**src/rtl/bcd_pkg.sv**
```systemverilog
// Shared constants, state encoding and sizing helper for the BCD-to-binary converter.
package bcd_pkg;

    localparam int BCD_DIGIT_W = 4;
    localparam logic [BCD_DIGIT_W-1:0] BCD_DIGIT_MAX = 4'd9;

    typedef enum logic {
        ST_IDLE = 1'b0,
        ST_CONV = 1'b1
    } state_t;

    // Smallest width w with 2^w > 10^digits - 1.
    function automatic int min_bin_w(input int digits);
        longint unsigned max_v;
        int w;
        max_v = 64'd1;
        for (int i = 0; i < digits; i++) begin
            max_v = max_v * 64'd10;
        end
        max_v = max_v - 64'd1;
        w = 1;
        while ((64'd1 << w) <= max_v) begin
            w = w + 1;
        end
        return w;
    endfunction

endpackage

```
**src/rtl/bcd_mac10.sv**
```systemverilog
// Combinational acc*10 + digit step with a digit-valid flag.
module bcd_mac10
    import bcd_pkg::*;
#(
    parameter int W = 21
) (
    input  logic [W-1:0]           acc_in,
    input  logic [BCD_DIGIT_W-1:0] digit,
    output logic [W-1:0]           acc_out,
    output logic                   digit_ok
);

    // Multiply by ten as (acc<<3)+(acc<<1) so no multiplier is inferred.
    always_comb begin
        acc_out  = (acc_in << 3) + (acc_in << 1) + {{(W-BCD_DIGIT_W){1'b0}}, digit};
        digit_ok = (digit <= BCD_DIGIT_MAX);
    end

endmodule

```
**src/rtl/bcd6_to_bin.sv**
```systemverilog
// Iterative packed-BCD to binary converter, one digit per clock, MSD first.
// Optional invalid-digit checking is enabled with `define BCD2BIN_ERRCHK_EN.
module bcd6_to_bin
    import bcd_pkg::*;
#(
    parameter int DIGITS = 6,
    parameter int BIN_W  = 20
) (
    input  logic                          CLK,
    input  logic                          RST,
    input  logic                          START,
    input  logic [BCD_DIGIT_W*DIGITS-1:0] BCD_IN,
    output logic [BIN_W-1:0]              BIN_OUT,
    output logic                          BUSY,
    output logic                          DONE,
    output logic                          ERR
);

    localparam int ACC_W = BIN_W + 1;
    localparam int IDX_W = (DIGITS > 1) ? $clog2(DIGITS) : 1;
    localparam logic [IDX_W-1:0] IDX_TOP = IDX_W'(DIGITS - 1);

    if (BIN_W < min_bin_w(DIGITS)) begin : g_bad_width
        $error("BIN_W too small for DIGITS");
    end

    state_t                          state_q, state_d;
    logic [ACC_W-1:0]                acc_q, acc_d;
    logic [IDX_W-1:0]                idx_q, idx_d;
    logic [BCD_DIGIT_W*DIGITS-1:0]   cap_q, cap_d;
    logic [BIN_W-1:0]                bin_q, bin_d;
    logic                            busy_q, busy_d;
    logic                            done_q, done_d;
    logic                            err_q, err_d;
    logic [BCD_DIGIT_W-1:0]          digit_s;
    logic [ACC_W-1:0]                mac_acc_s;
    logic                            digit_ok_s;

`ifdef BCD2BIN_ERRCHK_EN
    logic                            bad_q, bad_d;
`else
    logic                            unused_digit_ok_s;
    assign unused_digit_ok_s = digit_ok_s;
`endif

    assign digit_s = cap_q[{idx_q, 2'b00} +: BCD_DIGIT_W];

    bcd_mac10 #(.W(ACC_W)) u_mac (
        .acc_in   (acc_q),
        .digit    (digit_s),
        .acc_out  (mac_acc_s),
        .digit_ok (digit_ok_s)
    );

    // Next-state and datapath control for the IDLE/CONV sequencer.
    always_comb begin
        state_d = state_q;
        acc_d   = acc_q;
        idx_d   = idx_q;
        cap_d   = cap_q;
        bin_d   = bin_q;
        busy_d  = busy_q;
        done_d  = 1'b0;
        err_d   = err_q;
`ifdef BCD2BIN_ERRCHK_EN
        bad_d   = bad_q;
`endif
        case (state_q)
            ST_IDLE: begin
                if (START) begin
                    cap_d   = BCD_IN;
                    acc_d   = '0;
                    idx_d   = IDX_TOP;
                    busy_d  = 1'b1;
                    state_d = ST_CONV;
`ifdef BCD2BIN_ERRCHK_EN
                    bad_d   = 1'b0;
`endif
                end else begin
                    busy_d  = 1'b0;
                end
            end
            ST_CONV: begin
                acc_d = mac_acc_s;
`ifdef BCD2BIN_ERRCHK_EN
                bad_d = bad_q | ~digit_ok_s;
`endif
                if (idx_q == {IDX_W{1'b0}}) begin
                    idx_d   = {IDX_W{1'b0}};
                    busy_d  = 1'b0;
                    done_d  = 1'b1;
                    state_d = ST_IDLE;
`ifdef BCD2BIN_ERRCHK_EN
                    if (bad_d) begin
                        bin_d = {BIN_W{1'b0}};
                        err_d = 1'b1;
                    end else begin
                        bin_d = mac_acc_s[BIN_W-1:0];
                        err_d = 1'b0;
                    end
`else
                    bin_d   = mac_acc_s[BIN_W-1:0];
                    err_d   = 1'b0;
`endif
                end else begin
                    idx_d   = idx_q - {{(IDX_W-1){1'b0}}, 1'b1};
                    busy_d  = 1'b1;
                end
            end
            default: begin
                state_d = ST_IDLE;
                busy_d  = 1'b0;
            end
        endcase
    end

    // State and output registers with asynchronous reset.
    always_ff @(posedge CLK or posedge RST) begin
        if (RST) begin
            state_q <= ST_IDLE;
            acc_q   <= '0;
            idx_q   <= '0;
            cap_q   <= '0;
            bin_q   <= '0;
            busy_q  <= 1'b0;
            done_q  <= 1'b0;
            err_q   <= 1'b0;
`ifdef BCD2BIN_ERRCHK_EN
            bad_q   <= 1'b0;
`endif
        end else begin
            state_q <= state_d;
            acc_q   <= acc_d;
            idx_q   <= idx_d;
            cap_q   <= cap_d;
            bin_q   <= bin_d;
            busy_q  <= busy_d;
            done_q  <= done_d;
            err_q   <= err_d;
`ifdef BCD2BIN_ERRCHK_EN
            bad_q   <= bad_d;
`endif
        end
    end

    assign BIN_OUT = bin_q;
    assign BUSY    = busy_q;
    assign DONE    = done_q;
    assign ERR     = err_q;

endmodule

```
**config.mk**
```make
export PLATFORM = sky130hd
export DESIGN_NAME = bcd6_to_bin
export DESIGN_NICKNAME = d
export VERILOG_FILES = /design/src/rtl/bcd_pkg.sv /design/src/rtl/bcd_mac10.sv /design/src/rtl/bcd6_to_bin.sv
export SDC_FILE = /design/constraint.sdc
export NUM_CORES = 1
export LEC_CHECK = 0
export ABC_AREA = 1
export BUFFER_PORTS_ARGS = -buffer_cell sky130_fd_sc_hd__buf_4
export CORE_ASPECT_RATIO = 0.6
export CORE_MARGIN = 2
export CORE_UTILIZATION = 54
export CTS_BUF_LIST = sky130_fd_sc_hd__clkbuf_4 sky130_fd_sc_hd__clkbuf_8
export CTS_CLUSTER_SIZE = 16
export DETAILED_ROUTE_END_ITERATION = 8
export PLACE_DENSITY = 0.74
export SYNTH_ARGS = -nofsm -noshare
export SYNTH_HDL_FRONTEND = slang
export SYNTH_SLANG_ARGS = --single-unit
export TNS_END_PERCENT = 20
```
**constraint.sdc**
```tcl
create_clock -name CLK -period 2.64 [get_ports CLK]
set_clock_uncertainty 0.15 [all_clocks]
set_input_delay 0.66 -clock CLK [delete_from_list [all_inputs] [get_ports CLK]]
set_output_delay 0.66 -clock CLK [all_outputs]
set_load 0.005 [all_outputs]
```
==> metrics, run 1 <==
fraction of layout cells with a size suffix above 1 0.272; largest family of logic cells by synthesized area simple AND/OR/NAND/NOR gates; vias in the first global route 3228; # setup viols final 31; Post-Place Cells 639; Final Routed Wirelength 9.92 mm; synth-to-layout area growth 26.2%; Setup crit end kind register; Simple-Gate Fraction of Synth Area 0.227; Syn Nets 554; Global Route Usage Sum 0.257; port bufs 48; worst reg2reg setup slack -270 ps; hold crit path type primary input to asynchronous set/reset pin; Layout Cells excl Fill 660; DR pass1 iterations 5; CTS Buf Count 9; r2r endpoint BIN_OUT[16]; 1st-iter DRT viols 349; count of mapped cells out of synthesis 489; Post-DRT Antenna Nets 0; setup TNS -5510 ps; pin count of the biggest net entering global routing 69; Final Wtd Congestion 0.945; Distinct cells, synth 31; via count 3528; crit start category register; NumNets Final 629; worst-case clock buffer depth 2; Cell Area, Synth 3970 µm²; Placed Area 4580 µm²; Die Y 70.4 µm; FF-to-FF path depth 17; reg2reg start idx_q[0]; sequential-to-total area share from yosys stat 0.429; total congestion overflow 0; failing checks negative setup slack; synth cell count leaders 140 x nand2_1, 68 x dfrtp_1, 56 x inv_1, 44 x nor2_1, 36 x ha_1; WL/cell 15.0 µm; CP arrival 3030 ps; Final HPWL DP 7.08 mm; Critical Path End BIN_OUT[16]; CP Max Fanout 5; vias per std cell 5.35; clock sinks 68; Synth Area in Compound Gates 0.102; most common cell in the netlist nand2_1; Area contributors post-synth dfrtp_1 43%, nand2_1 13%, ha_1 11%, inv_1 5.3%, nor2_1 4.2%; XOR/XNOR share of the synthesized area 0.0199; final critical-path share of the clock period 1.10; CTS tree yes; Design Area, Final 5010 µm²; Slew HR 0.648; Post-synth EDFFs 0; number of max-cap violations 0; DR DRC count 0; post-synthesis mux area share 0.0255; Die Span X 115 µm; clock latency at the later pin of the worst-skew pair 370 ps; hold buffers post-CTS 0; Initial Util 0.553; first-pass GRT wire length 15.8 mm; post-route setup slack -275 ps; # IOs 50; share of the synthesized area in the top cell type 0.429; number of max-slew violations in the final report 0; initial antenna violation count 0; H-tree levels 3; Period minus WS final 2910 ps; WP data required 2750 ps; Core Area 7180 µm²; Synth Area per Inst 8.12 µm²; row count 24; antenna fix cells 0; flops & latches, synth 68; cell taking the most area after synthesis dfrtp_1; Async SR Flop Fraction 1.00; die area 8080 µm²; worst-margin pin slew 526 ps; RSZ-0062 raised after global routing true; Hold Fails Final Rpt 0; clock tree root driver cell clkbuf_8; Synth Warn # 0; Most used DFF post-synth dfrtp_1; Max Fclk 343 MHz; Worst Setup SP idx_q[0]; critical path type register to register; status finished with violations; Reg clk slew, reported paths 80 ps; Post-Synth Adder-Cell Area 0.124
==> cells by family after synthesis <==
kind of cell             count (synthesis)
AO/OA/AOI/OAI                           73
XOR/XNOR                                 9
adder cells (fa/ha/maj)                 38
buffers and inverters                   70
flip-flops                              68
multiplexers                             9
other                                    1
AND/OR/NAND/NOR                        221
==> critical path, stage by stage, from the launching register on <==
cell and delay [ps]:
dfrtp_2 460, buf_6 150, o21ai_2 130, o221ai_2 110, nand2_1 90, o21ai_1 70
ha_1 310, ha_4 140, inv_1 60, fa_2 400, o21ai_2 170, nand2_1 100
nand2_2 130, nand2_2 80, nand2_1 60, nand2_1 70, nand3_1 80, nand2_1 60
==> cells in the final DEF (no fill, tap or decap), drive strengths merged, types with 2 or more instances in the layout <==
master  count
a21oi      31
buf        78
clkbuf      9
clkinv      3
dfrtp      68
fa          2
ha         36
inv        58
mux2        9
nand2     144
nand3      24
nand3b      6
nor2       44
nor3        2
o211ai      2
o21ai      32
o221ai      4
xnor2       6
xor2        3
==> state kept, by name (all words and copies together), names as in the netlist <==
signal	flops
BIN_OUT	20
BUSY	1
DONE	1
acc_q	19
cap_q	24
idx_q	3
==> metal layers <==
metal	share of wire	global-route usage
met1	0.50	0.387
met4	0.016	0.0776
met3	0.068	0.0738
met2	0.42	0.359
met5	0	0
==> timing repair <==
| action | 4_1_cts | 5_1_grt |
|---|---|---|
| pin swaps | 16 | 16 |
| cloned | 0 | 0 |
| endpoints found under the setup margin | 31 | 31 |
| setup buffers | 3 | 2 |
| gates resized for setup | 19 | 38 |
==> worst min-delay path by stage <==
stage                     start     endpoint  slack [ps]  cells after the start
finish                      RST    acc_q[17]         210                      3
global route                RST         DONE         240                      3
CTS                         RST    cap_q[12]         220                      3
detailed placement  BIN_OUT[11]  BIN_OUT[11]         320                      2
global placement    BIN_OUT[11]  BIN_OUT[11]         310                      2
floorplan             acc_q[17]    acc_q[17]         300                      2
==> metrics by stage <==
stage / utilization / setup slack [ps] / hold WS [ps]
2_1_floorplan: - / -48.7 / 303
3_3_place_gp: 0.638 / -225 / 315
3_5_place_dp: 0.638 / -331 / 318
4_1_cts: 0.677 / -239 / 225
5_1_grt: 0.698 / -432 / 241
6_report: 0.698 / -275 / 208
==> cell type report <==
class                      instances  area [µm²]
clock buffer                       9         124
clock inverter                     7        73.8
fill                             588        2170
inverter                          56         210
multi-input combinational        351        2170
sequential                        68        1700
tap                               91         114
timing repair buffer              78         609
Power of run 1 is not shown: default switching activity piles up to over one toggle a cycle in this logic, so the estimate is an artifact.
==> run 2: changes to the inputs <==
Settings changed: CORE_ASPECT_RATIO 0.6 to 2, RECOVER_POWER from default to 50.
Clock period 2.64 ns to 2.5 ns, I/O delays scaled along.
==> run 2 against run 1 <==
  * The flow finishes with violations (max-capacitance violations, max-slew violations, negative setup slack)
  * Design area is 3.6% higher
  * Die area is 0.24% higher
  * Highest routed layer unchanged
  * Routed wire length is 4.1% higher
  * Worst hold slack better by 120 ps
  * Largest cell class unchanged
==> metrics, run 2 (synthesized netlist as in run 1, its figures left out) <==
status finished with violations; failing checks max-capacitance violations, max-slew violations, negative setup slack; vias per std cell 5.42 (+1.4%); Post-DRT Antenna Nets 0 (unchanged); DR pass1 iterations 4 (-1); first-pass GRT wire length 16.6 mm (+5.2%); H-tree levels 3 (unchanged); hold crit path type register to register; 1st-iter DRT viols 158 (-55%); die area 8100 µm² (+0.24%); Hold Fails Final Rpt 0 (unchanged); WL/cell 15.4 µm (+2.7%); total congestion overflow 0 (unchanged); number of max-cap violations 1 (+1); WP data required 2650 ps (-100 ps); port bufs 48 (unchanged); Reg clk slew, reported paths 80 ps (about the same); worst reg2reg setup slack -400 ps (-120 ps); Global Route Usage Sum 0.272 (+0.0145); hold_ws 328 ps (+120 ps); Initial Util 0.550 (-0.00269); setup TNS -8900 ps (-3390 ps); reg2reg start idx_q[1]; fraction of layout cells with a size suffix above 1 0.317 (+0.0447); Setup crit end kind register; Core Area 7210 µm² (+0.49%); # setup viols final 32 (+3.2%); fill count 572 (-2.7%); clock tree root driver cell clkbuf_8; Multi-input gate area 2310 µm² (+6.1%); synth-to-layout area growth 30.7%; clock latency at the later pin of the worst-skew pair 360 ps (about the same); most frequent cells in the layout 114 x nand2_1, 79 x buf_4, 67 x dfrtp_1; pin count of the biggest net entering global routing 69 (unchanged); # IOs 50 (unchanged); DR DRC count 0 (unchanged); crit start category register; critical hold path startpoint BIN_OUT[18]; register area 1700 µm² (unchanged); max reg flops 24 (unchanged); commonest non-fill, non-tap cell in the layout nand2_1; post-route setup slack -397 ps (-122 ps); antenna fix cells 0 (unchanged); Period minus WS final 2900 ps (-17.8 ps); Final Routed Wirelength 10.3 mm (+4.1%); Slew HR -0.0981 (-0.746); Layout Cells excl Fill 669 (+1.4%); row count 44 (+83%); final critical-path share of the clock period 1.16 (+0.0547); Final Wtd Congestion 0.908 (-3.9%); vias in the first global route 3743 (+16%); Worst Setup SP idx_q[1]; NumNets Final 637 (+1.3%); worst-case clock buffer depth 2 (unchanged); worst-margin pin slew 1650 ps (+1120 ps); clock sinks 68 (unchanged); CTS tree yes; Post-Place Cells 647 (+1.3%); CP arrival 3050 ps (+20 ps); CP Max Fanout 3 (-2); initial antenna violation count 0 (unchanged); Final HPWL DP 7.42 mm (+4.9%); via count 3625 (+2.7%); number of max-slew violations in the final report 69 (+69); RSZ-0062 raised after global routing true; Die Y 125 µm (+78%); Max Fclk 345 MHz (+0.61%); Die Span X 64.6 µm (-44%); critical path type register to register; CTS Buf Count 9 (unchanged); largest reg by FF count cap_q
-- run 2: changes by cell type in the layout (fill, tap and decap cells not counted), moves of 2 or more --
cell	before	now
nand2_1	125	114
nor2_2	3	0
o21ai_0	13	10
buf_6	3	5
clkinv_2	2	4
ha_4	2	4
buf_4	74	79
nand3_2	4	8
nand2_2	18	25
nand2_4	1	5
o21ai_1	14	16
nor2_4	0	2
nand3_1	19	15
ha_1	33	31
-- run 2: repair_timing --
action	4_1_cts	5_1_grt
setup buffers	3	3
setup endpoints to repair	33	33
hold buffers	0	0
gates resized for setup	62	31
pin swaps	18	19
-- run 2: layer usage --
metal	vias up	track usage	share of wire
met2	94	0.501	0.57
met1	1742	0.260	0.35
met5	-	0	0
met3	43	0.0549	0.032
met4	0	0.181	0.049
li1	1746	-	-
-- run 2: cell type report --
type | count | share of cell area
Inverter | 56 | 0.0410
Clock buffer | 9 | 0.0239
Timing Repair Buffer | 86 | 0.128
Multi-Input combinational cell | 351 | 0.445
Tap cell | 92 | 0.0222
Clock inverter | 7 | 0.0128
Sequential cell | 68 | 0.328
-- run 2: critical path: stages, from the launching register on --
cell	delay, ps
dfrtp_1	390
buf_4	140
nor2_1	160
o21a_1	180
a22oi_2	100
fa_1	580
inv_2	70
ha_4	290
nand2_4	50
nor2_4	100
nand3_2	90
nand3_4	140
buf_6	120
nor2_4	30
nand3b_1	170
nand2_1	90
-- run 2: worst paths after layout --
| kind | depth (start not counted) | endpoint |
|---|---|---|
| worst max register to register | 15 | BIN_OUT[11] |
| worst min register to register | 2 | BIN_OUT[18] |
| min in group asynchronous | 3 | BIN_OUT[0] |
| max in group asynchronous | 3 | idx_q[0] |
| worst min-delay path | 2 | BIN_OUT[18] |
| worst max-delay path | 15 | BIN_OUT[11] |
-- run 2: through the flow --
stage | setup WS [ps] | utilization | instance area (µm²)
after floorplan | -189 | - | 3990
after global placement | -460 | 0.642 | 4630
after detailed placement | -504 | 0.642 | 4630
after CTS | -311 | 0.703 | 5070
after global routing | -532 | 0.720 | 5190
final | -397 | 0.720 | 5190
Power of run 2 is left out for the same reason.
==> run 3: changes to the inputs <==
Settings changed: CORE_ASPECT_RATIO 2 to 1.75, HOLD_SLACK_MARGIN from default to 0.12.
==> run 3 against run 2 <==
  * The flow still finishes with violations (max-capacitance violations, max-slew violations, negative setup slack)
  * Design area is 2.1% lower
  * Global-route usage is 0.81 points higher
  * Worst hold slack better by 8.6 ps
  * Count of clock-buffer cells in the layout is 1 higher
==> metrics, run 3 (synthesized netlist as in run 1, its figures left out) <==
status finished with violations; failing checks max-capacitance violations, max-slew violations, negative setup slack; Core Area 7180 µm² (-0.42%); worst reg2reg setup slack -370 ps (+30 ps); critical path type register to register; CP arrival 2950 ps (-100 ps); 1st-iter DRT viols 192 (+22%); Global Route Usage Sum 0.280 (+0.00810); fraction of layout cells with a size suffix above 1 0.277 (-0.0397); clock latency at the later pin of the worst-skew pair 370 ps (about the same); CTS tree yes; antenna fix cells 0 (unchanged); vias in the first global route 3709 (-0.91%); CP Buf/Inv Count 3 (unchanged); final critical-path share of the clock period 1.15 (-0.0122); Final Wtd Congestion 0.881 (-3.0%); Max Fclk 349 MHz (+1.1%); die area 8080 µm² (-0.18%); Final HPWL DP 7.46 mm (+0.57%); max reg flops 24 (unchanged); RSZ-0062 raised after global routing true; r2r endpoint acc_q[6]; clock sinks 68 (unchanged); Slew HR -0.103 (-0.00457); DR pass1 iterations 4 (unchanged); number of max-slew violations in the final report 69 (unchanged); first-pass GRT wire length 16.7 mm (+0.87%); Die Span X 68.8 µm (+6.5%); Reg clk slew, reported paths 80 ps (about the same); critical hold path startpoint BIN_OUT[18]; clock tree root driver cell clkbuf_8; pin count of the biggest net entering global routing 69 (unchanged); # IOs 50 (unchanged); Hold Path Stages 2 (unchanged); port bufs 48 (unchanged); Hold EP BIN_OUT[18]; Die Y 117 µm (-6.3%); largest reg by FF count cap_q; Post-DRT Antenna Nets 0 (unchanged); FF-to-FF path depth 11 (-4); reg2reg start idx_q[0]; Slowest-stage cell, CP dfrtp_2; Hold Fails Final Rpt 0 (unchanged); NumNets Final 633 (-0.63%); WL/cell 15.5 µm (+0.51%); Setup crit end kind register; Period minus WS final 2870 ps (-30.6 ps); H-tree levels 3 (unchanged); Initial Util 0.553 (+0.00230); CTS Buf Count 9 (unchanged); row count 41 (-6.8%); CP Max Fanout 8 (+5); DR DRC count 0 (unchanged); vias per std cell 5.33 (-1.6%); CP cell instances o21ai_1 > o221ai_2 > a22oi_2 > fa_1 > fa_2 > o21ai_4 > buf_4 > buf_4 > buf_4 > xnor2_2 > o21ai_1; hold buffers post-CTS 0 (unchanged); hold crit path type register to register; initial antenna violation count 0 (unchanged); number of max-cap violations 1 (unchanged); setup TNS -8450 ps (+448 ps); commonest non-fill, non-tap cell in the layout nand2_1; WP data required 2580 ps (-70 ps); worst-case clock buffer depth 2 (unchanged); Slowest Stage Delay on Critical Path 490 ps (-90 ps); synth-to-layout area growth 28.0%; post-route setup slack -367 ps (+30.6 ps); via count 3513 (-3.1%); total congestion overflow 0 (unchanged); most frequent cells in the layout 126 x nand2_1, 77 x buf_4, 67 x dfrtp_1; Most Frequent Cell on Critical Path buf_4; Worst path top cell family by delay adder cells; worst-margin pin slew 1650 ps (+6.85 ps); crit start category register; Final Routed Wirelength 10.2 mm (-1.0%); # setup viols final 31 (-3.1%)
[run 3: cell types whose count changed in the layout (fill, tap and decap cells not counted), moves of 3 or more]
cell / change
nand2_1: +12
nand2_2: -12
nand3_1: +5
nand3_2: -4
ha_1: +3
ha_4: -3
nor2_2: +3
o21ai_0: +3
[run 3: worst max-delay path by stage]
stage             start  slack (ps)  cells after the start     endpoint
3_5_place_dp   idx_q[0]        -540                     18  BIN_OUT[16]
3_3_place_gp   idx_q[0]        -460                     18  BIN_OUT[16]
5_1_grt        idx_q[1]        -540                     16    acc_q[13]
2_1_floorplan  idx_q[0]        -190                     15  BIN_OUT[14]
4_1_cts        idx_q[1]        -330                     18  BIN_OUT[16]
6_report       idx_q[0]        -370                     11     acc_q[6]
[run 3: layer usage]
layer  wire, µm  global-route usage  vias up
li1           -                   -     1725
met1       3550               0.281     1689
met2       5930               0.502       68
met3        242              0.0470       31
met4        500               0.169        0
met5          0                   0        -
[run 3: final cells by class]
class | instances | area, µm²
clock buffer | 10 | 138
inverter | 56 | 215
fill | 583 | 2100
sequential | 68 | 1700
multi-input combinational | 351 | 2210
clock inverter | 6 | 86.3
timing repair buffer | 82 | 624
tap | 86 | 108
[run 3: per-stage QoR]
| step | setup slack, ps | cell area, µm² | instances | utilization | hold slack, ps |
|---|---|---|---|---|---|
| floorplan | -189 | 3990 | 489 | - | 303 |
| global placement | -458 | 4600 | 637 | 0.640 | 312 |
| detailed placement | -539 | 4600 | 637 | 0.640 | 318 |
| CTS | -327 | 4990 | 657 | 0.695 | 187 |
| global route | -536 | 5080 | 659 | 0.707 | 338 |
| finish | -367 | 5080 | 659 | 0.707 | 337 |
[run 3: worst min-delay path: cells and delay by family (launching register included)]
| family | cells | cell delay, ps |
|---|---|---|
| DFF | 1 | 350 |
| and+or+nand+nor | 2 | 110 |
[run 3: what timing repair did]
| action | CTS | global route |
|---|---|---|
| gates resized for setup | 41 | 24 |
| setup buffers | 4 | 2 |
| pin swaps | 13 | 10 |
| endpoints found under the setup margin | 33 | 33 |
Power of run 3 is left out for the same reason.
